## src/rtl/async_fifo1.sv

```systemverilog
// Single-clock FIFO, 2^ASIZE x DSIZE, first-word-fall-through read port.
// Full/empty flags are registered from the next-state pointers.
module async_fifo1 #(
    parameter int DSIZE = 8,
    parameter int ASIZE = 4
) (
    input  logic             clk,
    input  logic             rst,
    input  logic             winc,
    input  logic [DSIZE-1:0] wdata,
    output logic             wfull,
    input  logic             rinc,
    output logic [DSIZE-1:0] rdata,
    output logic             rempty
);

    localparam int DEPTH = 1 << ASIZE;

    logic [DSIZE-1:0] mem_q [DEPTH];

    logic [ASIZE:0] wptr_q, wptr_d;
    logic [ASIZE:0] rptr_q, rptr_d;
    logic           wfull_q, wfull_d;
    logic           rempty_q, rempty_d;
    logic           wr_en, rd_en;

    always_comb begin
        wr_en    = winc && !wfull_q;
        rd_en    = rinc && !rempty_q;
        wptr_d   = wptr_q + {{ASIZE{1'b0}}, wr_en};
        rptr_d   = rptr_q + {{ASIZE{1'b0}}, rd_en};
        rempty_d = (rptr_d == wptr_d);
        // Full when the pointers differ only in the wrap bit
        wfull_d  = (wptr_d == {~rptr_d[ASIZE], rptr_d[ASIZE-1:0]});
    end

    always_ff @(posedge clk) begin
        if (rst) begin
            wptr_q   <= '0;
            rptr_q   <= '0;
            wfull_q  <= 1'b0;
            rempty_q <= 1'b1;
        end else begin
            wptr_q   <= wptr_d;
            rptr_q   <= rptr_d;
            wfull_q  <= wfull_d;
            rempty_q <= rempty_d;
        end
    end

    always_ff @(posedge clk) begin
        if (!rst && wr_en) begin
            mem_q[wptr_q[ASIZE-1:0]] <= wdata;
        end
    end

    assign rdata  = mem_q[rptr_q[ASIZE-1:0]];
    assign wfull  = wfull_q;
    assign rempty = rempty_q;

endmodule

```

## config.mk

```make
export PLATFORM = sky130hd
export DESIGN_NAME = async_fifo1
export DESIGN_NICKNAME = d
export VERILOG_FILES = /design/src/rtl/async_fifo1.sv
export SDC_FILE = /design/constraint.sdc
export NUM_CORES = 1
export LEC_CHECK = 0
export ABC_CLOCK_PERIOD_IN_PS = 2500
export BUFFER_PORTS_ARGS = -buffer_cell sky130_fd_sc_hd__buf_2
export CORE_UTILIZATION = 35
export DETAILED_ROUTE_END_ITERATION = 10
export GPL_ROUTABILITY_DRIVEN = 0
export PLACE_DENSITY = 0.6
export SETUP_SLACK_MARGIN = 0.1
export SYNTH_ARGS = -nofsm -noshare
export SYNTH_HDL_FRONTEND = slang
export SYNTH_SLANG_ARGS = --single-unit
```

## constraint.sdc

```tcl
create_clock -name clk -period 2.5 [get_ports clk]
set_input_delay 0.375 -clock clk [delete_from_list [all_inputs] [get_ports clk]]
set_output_delay 0.375 -clock clk [all_outputs]
set_load 0.02 [all_outputs]
```

## Word level (Yosys, flattened, before mapping)

Memory sizes are Yosys's and may differ from the RTL's. A register that Yosys moved wholly into a read port is not among the register bits.
Index checks and enable logic that the tools add are counted.
Widths: inputs -> output; s select.

| word-level totals | value |
|---|---|
| register bits after elaboration | 12 |
| latch bits | 0 |
| RAM bits | 128 |
| memory bits (read-only) | 0 |
| input port bits | 12 |
| output and inout port bits | 10 |
| logic and storage cells | 19 |
| memories kept | 1 |

| cells by class | value |
|---|---|
| $add $sub $neg | 2 |
| multiply operators | 0 |
| div/mod/pow operators | 0 |
| order comparisons | 0 |
| eq/ne operators | 2 |
| shifts and indexed selects | 0 |
| multiplexer cells | 3 |
| bitwise gates (word level) | 1 |
| reduce and logical (&&, ||, !) cells | 6 |

Memories:

| name | words | width | read ports | clocked after Yosys merged registers in | wr ports | line | source |
|---|---|---|---|---|---|---|---|
| mem_q | 16 | 8 | 1 | 1 | 1 | 19 | `logic [DSIZE-1:0] mem_q [DEPTH];` |

Operators by type and width:

| kind | count |
|---|---|
| $add 5x1->5 | 2 |
| $eq 5x5->1 | 2 |
| $mux 4 | 1 |
| $logic_and 1x1->1 | 3 |
| $logic_not 1->1 | 3 |
| $mux 1 | 2 |
| $not 1->1 | 1 |

## Longest topological paths before layout

| depth | value |
|---|---|
| depth after elaboration | 5 |
| gate-level depth with buffers | 7 |
| mapped depth without buffers | 7 |

## Worst setup path before layout

OpenSTA, ideal clock, no wires.

| path | value |
|---|---|
| path type | register to register |
| start | register wfull_q (netlist: wfull) |
| end | register wfull_q (netlist: wfull) |
| library setup time | 0.087 ns |
| arrival | 2.019 ns |
| required time | 2.413 ns |
| setup slack | 0.394 ns |
| cell stages (with the launch flop) | 8 |
| buffers on the path | 0 |
| clock period less this slack | 2.106 ns |
| path through | dfxtp_1 > nor2b_1 > ha_1 > ha_1 > xnor2_2 > xor3_1 > or3_4 > nor4b_2 |

| on the way | value |
|---|---|
| cells in the longest elaborated chain, start to end | 4 |

Ends and longest elaborated chain:

| what | line | source |
|---|---|---|
| from (decl) | 23 | `logic wfull_q, wfull_d;` |
| from (signal assigned) | 46 | `wfull_q <= wfull_d;` |
| $logic_not 1->1 | 28 | `wr_en = winc && !wfull_q;` |
| $logic_and 1x1->1 | 28 |  |
| $add 5x1->5 | 30 | `wptr_d = wptr_q + {{ASIZE{1'b0}}, wr_en};` |
| $eq 5x5->1 | 34 | `wfull_d = (wptr_d == {~rptr_d[ASIZE], rptr_d[ASIZE-1:0]});` |

No other way between the ends.
A chain may end at the register's enable or synchronous reset.

==> impl_metrics.ini <==
[floorplanning]
core_area_um2 = 15200
die_area_um2 = 16100
io_pins = 22
die_x_um = 127
rows = 45
initial_core_util_pct = 35.9
die_y_um = 127

[critical_path]
slowest_stage = mux4_2
crit_chain = buf_12 -> buf_16 -> buf_4 -> mux4_2 -> a22oi_2 -> nand2_1 -> buf_6
endpoint_kind = output port
max_stage_delay_ps = 490
crit_type = flop to output port
worstPathArrival_ps = 2120
cp_data_required_time_ps = 2120
setup.worst_path.start_class = flop
worst-path-max-fanout = 7

[timing]
period_minus_slack_ps = 2490
finalMaxSlewViolations = 0
finalSetupViolCount = 0
hold_viol = 0
finalCritPeriodShare_pct = 99.7
tightest_slew_ps = 517
relSlewSlack_pct = 65.5
tns_ps = 0
max_freq_mhz = 401
clock_skew_ps = 9.23
rsz0062_at_grt = yes

[logic_synthesis]
yosysWarnings = 0
muxShareOfSynthArea_pct = 13.2
synth_top_cell_by_area = edfxtp_1
synth_xor_area_share_pct = 2.34
ys_seq_elements = 140
synth_fa_ha_area_share_pct = 0.917
syn_nets = 293
synthFlopType = edfxtp_1
ys_top_cells_by_area = edfxtp_1 (70%), mux4_2 (13%), dfxtp_1 (4.4%)
syn_area_um2 = 5460
synthArstFlopShare_pct = 0
yosysSeqAreaShare_pct = 74.8
synth_compound_area_share_pct = 2.34
synth_top_family_by_area = multiplexers
synth_edf_count = 128
syn_inst = 277
syn_area_per_cell_um2 = 19.7
synth_top_area_share_pct = 70.4
yosys.area_share.simple_pct = 5.09
yosysUniqueCellTypes = 28

[clock_network]
cts_buffers = 17
clk_pin_slew_ps = 60
cts-root-buf = clkbuf_16
clk_latency_ps = 420
cts-hold-fix-buffers = 0
cts_buffer_depth = 2
clock-sinks = 140
cts_tree = built
htreeDepth = 4

[global_routing]
grt_pass1_vias = 2933
gr-total-overflow = 0
antenna_found_initial = 1
grtUsageTotal_pct = 15.4
grt_pass1_wl_mm = 17.2
grt_max_degree = 37

[status]
status = completed

[routing]
drt_iter0_drc = 244
wirelength_mm = 11.2
drc = 0
wl_per_cell_um = 21.0
via_count = 2740
antenna_left = 0
vias_per_cell = 5.13
dr.pass1.iters = 4

[layout]
n_fill_cell = 1323
finalNetCount = 348
layout.cells.non_filler = 534
register_area_um2 = 4090
post-route-util_pct = 44.3
syn2layout_area_growth_pct = 23.3
final_area_um2 = 6730
multi_input_area_um2 = 1370
drive_gt1_share_pct = 38.6

[pwr]
power_leakage_nw = 2.21
cellPowerDensity_nw_per_um2 = 809
vdd_drop_max_v = 0.000561

[hold_path]
holdCritPathClass = input port to flop

[place]
place_inst = 493
post_dp_cell_area_um2 = 5920
place_hpwl_mm = 6.65
port_buffers = 21

[run]
maxCapViolations = 0
path summary, 6_finish.rpt:
path | startpoint | end | slack [ps] | cells past startpoint
worst max-delay path | rptr_q[0]$_SDFF_PP0_ | rdata[3] | 6 | 7
worst min-delay path | rst | rptr_q[4]$_SDFF_PP0_ | 290 | 2
worst max register to register | wfull$_SDFF_PP0_ | rempty$_SDFF_PP1_ | 360 | 7
worst min register to register | wptr_q[4]$_SDFF_PP0_ | wptr_q[4]$_SDFF_PP0_ | 530 | 2
logic make-up (layout without fill, tap and decap cells):
group / Yosys count / after routing
buffers and inverters: 16 / 84
flip-flops: 140 / 140
adder cells (fa/ha/maj): 4 / 4
AND/OR/NAND/NOR: 56 / 56
AO/OA/AOI/OAI: 17 / 17
multiplexers: 32 / 32
other: 0 / 1
XOR/XNOR: 12 / 12
per-layer routing:
layer	vias to the layer above	share of wire, %	GRT usage [%]
met5	-	0	0
met4	0	1.1	5.32
met3	13	5.8	4.89
met2	68	50	25.0
met1	1433	44	19.4
li1	1226	-	-
through the flow:
step / hold slack [ps] / power (mW) / worst slack [ps]
floorplan: 447 / 2.94 / 394
global placement: 504 / 3.07 / 262
detailed placement: 515 / 3.09 / 142
CTS: 278 / 5.48 / 39.2
global route: 310 / 5.63 / -75.5
finish: 288 / 5.45 / 6.46
synthesized netlist by cell type, drive strengths merged (3+ instances only):
cell type and instances:
edfxtp 128, buf 7, xnor2 3, nor3 4, nand2b 3, mux4 32, nor2 20, clkbuf 8
xor2 8, dfxtp 12, nand2 12, a22oi 16, ha 4, nor2b 7, nand3 3
registers in the layout (all words and copies together), names as in the netlist:
signal and flops:
wptr_q 5, rempty 1, rptr_q 5, wfull 1
mem_q 128
layout make-up:
type,count,share of cell area [%]
diodes,1,0.0372
clock buffers,17,6.32
clock inverters,15,1.73
inverters,1,0.0558
multi-input cells,121,20.4
flip-flops and latches,140,60.7
well taps,188,3.49
repair buffers,51,7.25
where the power goes:
part / total, mW / leakage [nW] / internal, mW / switching [mW]
registers: 2.60 / 1.25 / 2.58 / 0.0211
logic: 0.571 / 0.705 / 0.312 / 0.259
clock network: 2.28 / 0.256 / 1.28 / 0.997
worst max-delay path, delay by kind of cell (launching register included):
| family | cells | cell delay [ps] |
|---|---|---|
| compound gates | 1 | 200 |
| buf+inv | 4 | 480 |
| flops | 1 | 430 |
| mux | 1 | 490 |
| simple gates | 1 | 80 |
cells in the final DEF (no fill, tap or decap), drive strengths merged:
cell type	synthesis	layout
a22oi	16	16
and2	1	1
and3	1	1
buf	7	51
clkbuf	8	17
clkinv	0	7
clkinvlp	0	4
dfxtp	12	12
diode	0	1
edfxtp	128	128
ha	4	4
inv	1	5
mux4	32	32
nand2	12	12
nand2b	3	3
nand3	3	3
nand4	1	1
nor2	20	20
nor2b	7	7
nor3	4	4
nor3b	1	1
nor4b	1	1
o31ai	1	1
or2b	1	1
or3	1	1
xnor2	3	3
xor2	8	8
xor3	1	1
what timing repair did:
action | in CTS | in global routing
setup buffers | 2 | 3
pin swaps | 10 | 7
hold endpoints to repair | 0 | 0
resized for setup | 28 | 6
endpoints found under the setup margin | 8 | 8
cloned | 3 | 0
Note: power is estimated with default switching activity, not from simulation.
